[src/rtl/const_seq_if.sv]
// Output stream interface for const_seq: valid/ready word stream plus restart and done.
interface const_seq_if #(
    parameter int unsigned WIDTH = 32
);
    logic             restart;
    logic             out_ready;
    logic             out_valid;
    logic [WIDTH-1:0] out;
    logic             done;

    modport master (
        input  restart,
        input  out_ready,
        output out_valid,
        output out,
        output done
    );

    modport slave (
        output restart,
        output out_ready,
        input  out_valid,
        input  out,
        input  done
    );
endinterface

[src/rtl/const_seq.sv]
// Constant-sequence generator for the CGRA constant PE slot; scan-configured via the config chain.
// Optional macro CONST_SEQ_ACCUM_EN turns MODE 3 into an accumulating RAMP; otherwise MODE 3 is STATIC.
module const_seq #(
    parameter int unsigned WIDTH = 32,
    parameter int unsigned DEPTH = 4
) (
    input  logic          Config_Clock,
    input  logic          Config_Reset,
    input  logic          Config_Enable,
    input  logic          ConfigIn,
    output logic          ConfigOut,
    const_seq_if.master   io
);
    localparam int unsigned IW       = $clog2(DEPTH);
    localparam int unsigned N        = DEPTH * WIDTH + IW + 2;
    localparam int unsigned LAST_LSB = DEPTH * WIDTH;
    localparam int unsigned MODE_LSB = LAST_LSB + IW;

    localparam logic [1:0] MODE_STATIC  = 2'd0;
    localparam logic [1:0] MODE_CYCLE   = 2'd1;
    localparam logic [1:0] MODE_ONESHOT = 2'd2;
    localparam logic [1:0] MODE_RAMP    = 2'd3;

    typedef enum logic [1:0] {
        S_IDLE = 2'd0,
        S_RUN  = 2'd1,
        S_DONE = 2'd2
    } state_t;

    logic [N-1:0]     r_chain;
    state_t           r_state;
    logic [IW-1:0]    r_idx;
    logic             r_valid;
    logic             r_done;

    logic [WIDTH-1:0] w_entry [DEPTH];
    logic [IW-1:0]    w_last_raw;
    logic [IW-1:0]    w_last;
    logic [1:0]       w_mode;
    logic             w_xfer;
    logic             w_cycle;
    logic             w_oneshot;

    // Bit-serial config chain, LSB is the first bit shifted in and the first bit out
    always_ff @(posedge Config_Clock or negedge Config_Reset) begin
        if (!Config_Reset) begin
            r_chain <= '0;
        end else if (Config_Enable) begin
            r_chain <= {ConfigIn, r_chain[N-1:1]};
        end
    end

    assign ConfigOut = r_chain[0];

    for (genvar g = 0; g < DEPTH; g++) begin : g_entry
        assign w_entry[g] = r_chain[g*WIDTH +: WIDTH];
    end

    assign w_last_raw = r_chain[LAST_LSB +: IW];
    assign w_last     = (w_last_raw > IW'(DEPTH - 1)) ? IW'(DEPTH - 1) : w_last_raw;
    assign w_mode     = r_chain[MODE_LSB +: 2];
    assign w_cycle    = (w_mode == MODE_CYCLE);
    assign w_oneshot  = (w_mode == MODE_ONESHOT);
    assign w_xfer     = r_valid & io.out_ready;

`ifdef CONST_SEQ_ACCUM_EN
    logic [WIDTH-1:0] r_acc;
    logic             w_ramp;

    assign w_ramp = (w_mode == MODE_RAMP);
    assign io.out = w_ramp ? r_acc : w_entry[r_idx];
`else
    // Without the accumulator, MODE 3 falls through to STATIC (idx never advances)
    assign io.out = w_entry[r_idx];
`endif

    assign io.out_valid = r_valid;
    assign io.done      = r_done;

    // Sequencer FSM; config shifting always forces IDLE and aborts any sequence
    always_ff @(posedge Config_Clock or negedge Config_Reset) begin
        if (!Config_Reset) begin
            r_state <= S_IDLE;
            r_idx   <= '0;
            r_valid <= 1'b0;
            r_done  <= 1'b0;
`ifdef CONST_SEQ_ACCUM_EN
            r_acc   <= '0;
`endif
        end else if (Config_Enable) begin
            r_state <= S_IDLE;
            r_idx   <= '0;
            r_valid <= 1'b0;
            r_done  <= 1'b0;
        end else begin
            case (r_state)
                S_IDLE: begin
                    r_state <= S_RUN;
                    r_idx   <= '0;
                    r_valid <= 1'b1;
`ifdef CONST_SEQ_ACCUM_EN
                    r_acc   <= w_entry[0];
`endif
                end
                S_RUN: begin
                    // restart wins over a simultaneous transfer: word consumed, no advance
                    if (io.restart) begin
                        r_idx <= '0;
`ifdef CONST_SEQ_ACCUM_EN
                        r_acc <= w_entry[0];
`endif
                    end else if (w_xfer) begin
                        if (w_cycle) begin
                            r_idx <= (r_idx == w_last) ? '0 : r_idx + IW'(1);
                        end else if (w_oneshot) begin
                            if (r_idx == w_last) begin
                                r_state <= S_DONE;
                                r_valid <= 1'b0;
                                r_done  <= 1'b1;
                            end else begin
                                r_idx <= r_idx + IW'(1);
                            end
                        end
`ifdef CONST_SEQ_ACCUM_EN
                        else if (w_ramp) begin
                            r_acc <= r_acc + w_entry[1];
                        end
`endif
                    end
                end
                S_DONE: begin
                    // idx stays at LAST so out shows the final entry
                    if (io.restart) begin
                        r_state <= S_RUN;
                        r_idx   <= '0;
                        r_valid <= 1'b1;
                        r_done  <= 1'b0;
`ifdef CONST_SEQ_ACCUM_EN
                        r_acc   <= w_entry[0];
`endif
                    end
                end
                default: begin
                    r_state <= S_IDLE;
                    r_idx   <= '0;
                    r_valid <= 1'b0;
                    r_done  <= 1'b0;
                end
            endcase
        end
    end

    // MODE_STATIC and MODE_RAMP are decoded by exclusion; names kept for readability
    logic w_unused_modes;
    assign w_unused_modes = ^{MODE_STATIC, MODE_RAMP};

endmodule

[src/flat_wrapper.sv]
// flat-port wrapper written by rule: the top's interface ports become plain ports
module const_seq_flat 
#(
    parameter int unsigned WIDTH = 32,
    parameter int unsigned DEPTH = 4
)
  (Config_Clock, Config_Reset, Config_Enable, ConfigIn, ConfigOut, io_restart, io_out_ready, io_out_valid, io_out, io_done);
  const_seq_if #(.WIDTH(WIDTH)) io_i ();
  input  logic Config_Clock;
  input  logic Config_Reset;
  input  logic Config_Enable;
  input  logic ConfigIn;
  output logic ConfigOut;
  input wire logic [$bits(io_i.restart)-1:0] io_restart;
  input wire logic [$bits(io_i.out_ready)-1:0] io_out_ready;
  output wire logic [$bits(io_i.out_valid)-1:0] io_out_valid;
  output wire logic [$bits(io_i.out)-1:0] io_out;
  output wire logic [$bits(io_i.done)-1:0] io_done;
  assign io_i.restart = io_restart;
  assign io_i.out_ready = io_out_ready;
  assign io_out_valid = io_i.out_valid;
  assign io_out = io_i.out;
  assign io_done = io_i.done;
  const_seq #(.WIDTH(WIDTH), .DEPTH(DEPTH)) u_core (.Config_Clock(Config_Clock), .Config_Reset(Config_Reset), .Config_Enable(Config_Enable), .ConfigIn(ConfigIn), .ConfigOut(ConfigOut), .io(io_i));
endmodule
[config.mk]
export PLATFORM = sky130hd
export DESIGN_NAME = const_seq_flat
export DESIGN_NICKNAME = d
export VERILOG_FILES = /design/src/rtl/const_seq_if.sv /design/src/rtl/const_seq.sv /design/src/flat_wrapper.sv
export SDC_FILE = /design/constraint.sdc
export NUM_CORES = 1
export LEC_CHECK = 0
export BUFFER_PORTS_ARGS = -buffer_cell sky130_fd_sc_hd__buf_2
export CORE_MARGIN = 1.5
export CORE_UTILIZATION = 51
export CTS_BUF_LIST = sky130_fd_sc_hd__clkbuf_2
export CTS_CLUSTER_DIAMETER = 120
export DETAILED_ROUTE_END_ITERATION = 8
export HOLD_SLACK_MARGIN = 0.12
export PLACE_DENSITY_LB_ADDON = 0.3
export SLEW_MARGIN = 5
export SYNTH_ARGS = -nofsm -noshare
export SYNTH_HDL_FRONTEND = slang
export SYNTH_SLANG_ARGS = --single-unit
[constraint.sdc]
create_clock -name Config_Clock -period 1.6 [get_ports Config_Clock]
set_input_delay 0.16 -clock Config_Clock [delete_from_list [all_inputs] [get_ports Config_Clock]]
set_output_delay 0.16 -clock Config_Clock [all_outputs]
set_load 0.05 [all_outputs]
==> metrics.yaml, run 1 <==
synth_area_um2: 5980
p_sw_mw: 2.10
drive_above_1_share: 0.602
io_pins: 41
synth_cell_types: 26
cp-endpoint: "io_out[24]"
synthTopCellsByArea: "dfrtp_1 57%, mux2_2 25%, mux4_2 12%"
worst_slew_pin_slew_ps: 464
crit_path_end_kind: "primary output"
final_util: 0.620
syn_to_final_growth_pct: 18.4
antenna_cells: 0
place_hpwl_mm: 6.55
p_sw_frac: 0.281
cts_root_buf: "clkbuf_2"
outcome: "finished, violations left"
multi_input_area_um2: 2450
cts_tree: "done"
synth.largest_area_cell: "dfrtp_1"
fin_nets: 428
ant_nets: 0
insertion_delay_ps: 680
vias: 3236
seq_area_frac_synth: 0.574
drv_cap: 0
cp.required_ps: 1440
synth_warnings: 0
dieWidth_um: 111
hold_viol: 0
report.final.setup_viol: 33
cp-startpoint: "u_core.r_idx[0]$_DFFE_PN0P_"
ff_latch_area_um2: 3430
p_seq_frac: 0.546
slew-limit-headroom: 0.691
htreeDepth: 4
numClockSinks: 137
max_freq_ghz: 0.441
violations: "negative setup slack"
syn_area_per_cell_um2: 16.8
r2r_slack_ps: -30
wl_per_cell_um: 17.7
cts.reportedPaths.clkPinSlew_ps: 180
crit_type: "flip-flop to primary output"
synth_cells: 356
ys_ff_latch: 137
slew_viol_final: 0
grt_pass1_vias: 3414
synth_top_area_frac: 0.574
p_per_area_nw_per_um2: 1060
hold_class: "input port to flip-flop"
groute.usage.overall: 0.183
pwr-share-clk: 0.227
r2r-start: "u_core.r_idx[0]$_DFFE_PN0P_"
viasPerCell: 5.60
skew_ps: 17.7
start_kind: "flip-flop"
grt_setup_unrepaired: "true"
first_pass_iters: 4
r2r_cells: 6
layout_min_cycle_time_ps: 2270
muxShareOfSynthArea: 0.371
antenna_found_initial: 0
clk_path_buf_depth: 2
synth_compound_gate_area_share: 0.0128
die_h_um: 111
start_util: 0.523
syn_nets: 362
synth-adder-area-share: 0
fin_crit_sh: 1.42
n_fill_cell: 861
rows: 39
synth_top_family_by_area: "multiplexers"
internal_power_mw: 5.37
power.total_mw: 7.47
fin_ws_ps: -667
synthSimpleGateAreaFrac: 0.0186
cts-buffers-inserted: 17
crit_fanout: 8
remaining_drc_errors: 0
grt_overflow: 0
routabilityCongestion: 0.731
portBuffers: 40
core_um2: 11400
wl_mm: 10.2
grt_pass1_wl_mm: 17.6
drt_iter0_drc: 159
vdd_drop_max_v: 0.000723
combPwrFrac: 0.228
synth_xor_xnor_area_share: 0.00293
rr_endpoint: "u_core.r_idx[1]$_DFFE_PN0P_"
dieArea_um2: 12400
grt_max_degree: 66
p_leak_nw: 3.37
arrival_ps: 2110
==> routing by layer <==
metal	up-vias	wire [µm]	GRT usage
met3	17	302	0.0492
met2	48	5160	0.293
li1	1472	-	-
met5	-	0	0
met1	1699	4560	0.236
met4	0	225	0.0844
==> Yosys cell counts (all sizes together) <==
master / n
o211ai: 1
o21a: 1
mux2: 133
mux4: 32
a2bb2oi: 1
nor2b: 4
a31oi: 3
a21bo: 1
nor2: 4
a31o: 1
nand4: 2
nor4b: 2
a21oi: 1
o21ai: 2
buf: 21
clkbuf: 2
nand2: 3
nand3b: 2
xnor2: 2
inv: 1
dfrtp: 137
==> critical path: stages, from the launching register on <==
cell	delay [ps]
dfrtp_2	460
buf_4	140
buf_12	130
mux4_2	530
buf_6	170
==> per-stage QoR <==
stage          instances  setup WS, ps  TNS (ps)  hold slack [ps]  area [µm²]
5_1_grt              578          -807    -25130              270        7070
2_1_floorplan        356          37.9         0             -136        5980
3_5_place_dp         529          35.1         0             81.7        6410
3_3_place_gp         529          38.9         0             76.6        6410
4_1_cts              576          -733    -22320              245        7020
6_report             578          -667    -20510              311        7070
==> cell type report <==
| class | count | area share |
|---|---|---|
| clock inverters | 13 | 0.0122 |
| flip-flops and latches | 137 | 0.485 |
| well taps | 143 | 0.0253 |
| inverters | 1 | 0.000531 |
| clock buffers | 19 | 0.0134 |
| multi-input cells | 195 | 0.346 |
| repair buffers | 70 | 0.117 |
==> cells in the final DEF, fill, tap and decap left out, types with 2 or more instances in the layout <==
master         instances
a31oi_1                3
buf_12                10
buf_2                  3
buf_4                 12
buf_6                 30
buf_8                  5
clkbuf_2              19
clkbuf_4               2
clkinv_1               3
clkinv_2               9
dfrtp_1              135
dfrtp_2                2
dlygate4sd3_1          7
mux2_2               132
mux4_2                32
nand2_1                2
nand3b_1               2
nand4_1                2
nor2_1                 4
nor2b_1                4
o21ai_0                2
==> worst min-delay path by stage <==
| stage | startpoint | end | slack, ps | cells past startpoint |
|---|---|---|---|---|
| after CTS | Config_Enable | u_core.r_state[0]$_DFFE_PN0P_ | 240 | 3 |
| after detailed placement | Config_Reset | u_core.r_chain[85]$_DFFE_PN0P_ | 80 | 1 |
| after global routing | Config_Enable | u_core.r_state[0]$_DFFE_PN0P_ | 270 | 3 |
| after floorplan | Config_Reset | u_core.io.done$_DFFE_PN0P_ | -140 | 0 |
| final | Config_Enable | u_core.r_state[0]$_DFFE_PN0P_ | 310 | 3 |
| after global placement | Config_Reset | u_core.r_chain[85]$_DFFE_PN0P_ | 80 | 1 |
==> state kept, by name (all words and copies together), names as in the netlist <==
name	flops
u_core.r_chain	132
u_core.r_idx	2
u_core.r_state	2
u_core.io.done	1
==> what timing repair did <==
action	CTS	global route
setup endpoints to repair	33	35
pin swaps	0	2
setup buffers	6	3
resized for setup	80	11
gates cloned	1	0
hold buffers	8	0
endpoints found under the hold margin	235	0
==> power by group through the flow <==
stage          clock [mW]  sequential [mW]  combinational [mW]
6_report             1.69             4.08                1.70
5_1_grt              1.93             4.13                1.84
4_1_cts              1.77             4.06                1.62
3_5_place_dp            0             4.14                1.20
3_3_place_gp            0             4.12                1.16
2_1_floorplan           0             4.02               0.961
==> cell families (layout without fill, tap and decap cells) <==
kind of cell              count (synthesis)  count (layout)
DFF                                     137             137
xor gates and xnor gates                  2               2
and+or+nand+nor                          17              17
buffers and inverters                    24             103
muxes                                   165             165
AOI/OAI and AO/OA                        11              11
Note: power is estimated with default switching activity, not from simulation.
==> run 2: changes to the inputs <==
--- a/config.mk
+++ b/config.mk
@@ -6,13 +6,14 @@
 export NUM_CORES = 1
 export LEC_CHECK = 0
 export BUFFER_PORTS_ARGS = -buffer_cell sky130_fd_sc_hd__buf_2
-export CORE_MARGIN = 1.5
+export CORE_MARGIN = 4
 export CORE_UTILIZATION = 51
 export CTS_BUF_LIST = sky130_fd_sc_hd__clkbuf_2
 export CTS_CLUSTER_DIAMETER = 120
 export DETAILED_ROUTE_END_ITERATION = 8
 export HOLD_SLACK_MARGIN = 0.12
 export PLACE_DENSITY_LB_ADDON = 0.3
+export REMOVE_ABC_BUFFERS = 1
 export SLEW_MARGIN = 5
 export SYNTH_ARGS = -nofsm -noshare
 export SYNTH_HDL_FRONTEND = slang
==> run 2 against run 1 <==
Effect of this change: critical endpoint is now io_out[3]; clock-buffer cell count grew 1; the run still ends with negative setup slack left; sequential cell count did not move; register-to-register slack lost 30 ps; global-route usage decreased by 0.79 points; sequential share of layout area fell by 0.55 points.
==> metrics.yaml, run 2 (synthesis gave the netlist of run 1 again) <==
grt_setup_unrepaired: "true"
remaining_drc_errors: 0  # unchanged
worst_slew_pin_slew_ps: 995  # +531 ps
max_freq_ghz: 0.448  # +1.5%
r2r-start: "u_core.r_idx[0]$_DFFE_PN0P_"
fin_setup_tns_ps: -19720  # +793 ps
cts_tree: "done"
layout_min_cycle_time_ps: 2230  # -32.9 ps
cp.required_ps: 1440  # about the same
crit_path_end_kind: "primary output"
portBuffers: 40  # unchanged
final_cell_mix: "135 x dfrtp_1, 132 x mux2_2, 32 x mux4_2, 32 x buf_6, 20 x clkbuf_2"
io_pins: 41  # unchanged
start_kind: "flip-flop"
reg.largest.list: "u_core.r_chain: 132 flops, u_core.r_idx: 2 flops, u_core.r_state: 2 flops"
syn_to_final_growth_pct: 19.7
r2r_slack_ps: -60  # -30 ps
mostFrequentLayoutCell: "dfrtp_1"
hold_path_startpoint: "io_out_ready"
core_um2: 11500  # +0.43%
place_area_um2: 6470  # +1.0%
fin_ws_ps: -634  # +32.9 ps
rr_endpoint: "u_core.r_idx[1]$_DFFE_PN0P_"
numClockSinks: 137  # unchanged
dieArea_um2: 13500  # +9.2%
start_util: 0.521  # -0.00223
holdWs_ps: 381  # +70.5 ps
wl_per_cell_um: 18.7  # +5.5%
dieWidth_um: 116  # +4.5%
insertion_delay_ps: 690  # about the same
slew_viol_final: 0  # unchanged
hold_class: "input port to flip-flop"
grt_overflow: 0  # unchanged
place_hpwl_mm: 7.02  # +7.3%
first_pass_iters: 4  # unchanged
crit_type: "flip-flop to primary output"
grt_pass1_wl_mm: 17.8  # +1.5%
fin_crit_sh: 1.40  # -0.0206
vias: 3243  # +0.22%
largest_register_ff_count: 132  # unchanged
clk_path_buf_depth: 2  # unchanged
violations: "negative setup slack"
whs_endpoint: "u_core.r_idx[0]$_DFFE_PN0P_"
fin_area_um2: 7160  # +1.1%
r2r_cells: 7  # +1
cts.reportedPaths.clkPinSlew_ps: 180  # about the same
outcome: "finished, violations left"
slew-limit-headroom: 0.335  # -0.356
regMostFlops: "u_core.r_chain"
wl_mm: 10.8  # +5.7%
die_h_um: 116  # +4.5%
routabilityCongestion: 0.719  # -1.6%
rows: 39  # unchanged
arrival_ps: 2070  # -40 ps
holdPathStages: 4  # +1
p_leak_nw: 3.40  # +0.65%
cts-buffers-inserted: 17  # unchanged
vdd_drop_max_v: 0.00120  # +66%
htreeDepth: 4  # unchanged
viasPerCell: 5.60  # about the same
p_per_area_nw_per_um2: 1090  # +3.2%
crit_fanout: 7  # -1
groute.usage.overall: 0.176  # -0.00795
drive_above_1_share: 0.599  # -0.00367
skew_ps: 19.3  # +1.69 ps
drt_iter0_drc: 137  # -14%
ant_nets: 0  # unchanged
cts_root_buf: "clkbuf_2"
hold_viol: 0  # unchanged
report.final.setup_viol: 33  # unchanged
preCtsSetupSlack_ps: 55.5  # +20.3 ps
fin_nets: 430  # +0.47%
grt_pass1_vias: 3439  # +0.73%
antenna_cells: 0  # unchanged
grt_max_degree: 70  # +6.1%
antenna_found_initial: 0  # unchanged
drv_cap: 0  # unchanged
-- run 2: cell count changes in the layout (fill, tap and decap cells not counted), sizes merged --
| cell | change |
|---|---|
| clkinv | -6 |
| buf | +2 |
| bufinv | +2 |
| clkinvlp | +2 |
| dlygate4sd3 | +1 |
-- run 2: metrics by stage --
stage,utilization,instances,power [mW]
finish,0.624,579,7.80
global route,0.624,579,8.19
CTS,0.616,574,7.72
detailed placement,0.564,530,5.44
global placement,0.564,530,5.38
floorplan,-,333,4.86
-- run 2: how the worst max path moves through the flow --
stage	cells past startpoint	slack (ps)	startpoint	end
global placement	3	70	u_core.r_idx[0]$_DFFE_PN0P_	io_out[12]
CTS	4	-740	u_core.r_idx[0]$_DFFE_PN0P_	io_out[31]
detailed placement	3	60	u_core.r_idx[0]$_DFFE_PN0P_	io_out[3]
global route	4	-770	u_core.r_idx[0]$_DFFE_PN0P_	io_out[3]
finish	4	-630	u_core.r_idx[0]$_DFFE_PN0P_	io_out[3]
floorplan	1	-830	u_core.r_idx[0]$_DFFE_PN0P_	io_out[0]
-- run 2: repair_timing --
action                                  CTS  global route
cloned                                    1             1
pin swaps                                 1             3
hold buffers                              8             0
endpoints found under the hold margin   274             0
setup buffers                             5             4
resized for setup                        72             8
endpoints found under the setup margin   34            37
-- run 2: critical path: stages, from the launching register on --
cell and delay (ps):
dfrtp_2 420, buf_6 140, buf_12 140, mux4_2 520, buf_6 170
-- run 2: cell type report --
cell class | count | area [µm²]
Multi-Input combinational cell | 195 | 2450
Clock buffer | 20 | 100
Inverter | 1 | 3.75
Timing Repair Buffer | 72 | 863
Clock inverter | 11 | 130
Tap cell | 143 | 179
Fill cell | 799 | 4310
Sequential cell | 137 | 3430
-- run 2: layer usage --
metal  GRT usage  wire, µm  vias to the layer above
li1            -         -                     1474
met1       0.244      4980                     1703
met2       0.262      5310                       56
met3      0.0497       429                       10
met4      0.0735       114                        0
met5           0         0                        -
-- run 2: power by group --
part	switching [mW]	internal [mW]
registers	0.272	3.80
logic	0.663	1.03
clock network	1.18	0.855
total	2.12	5.68
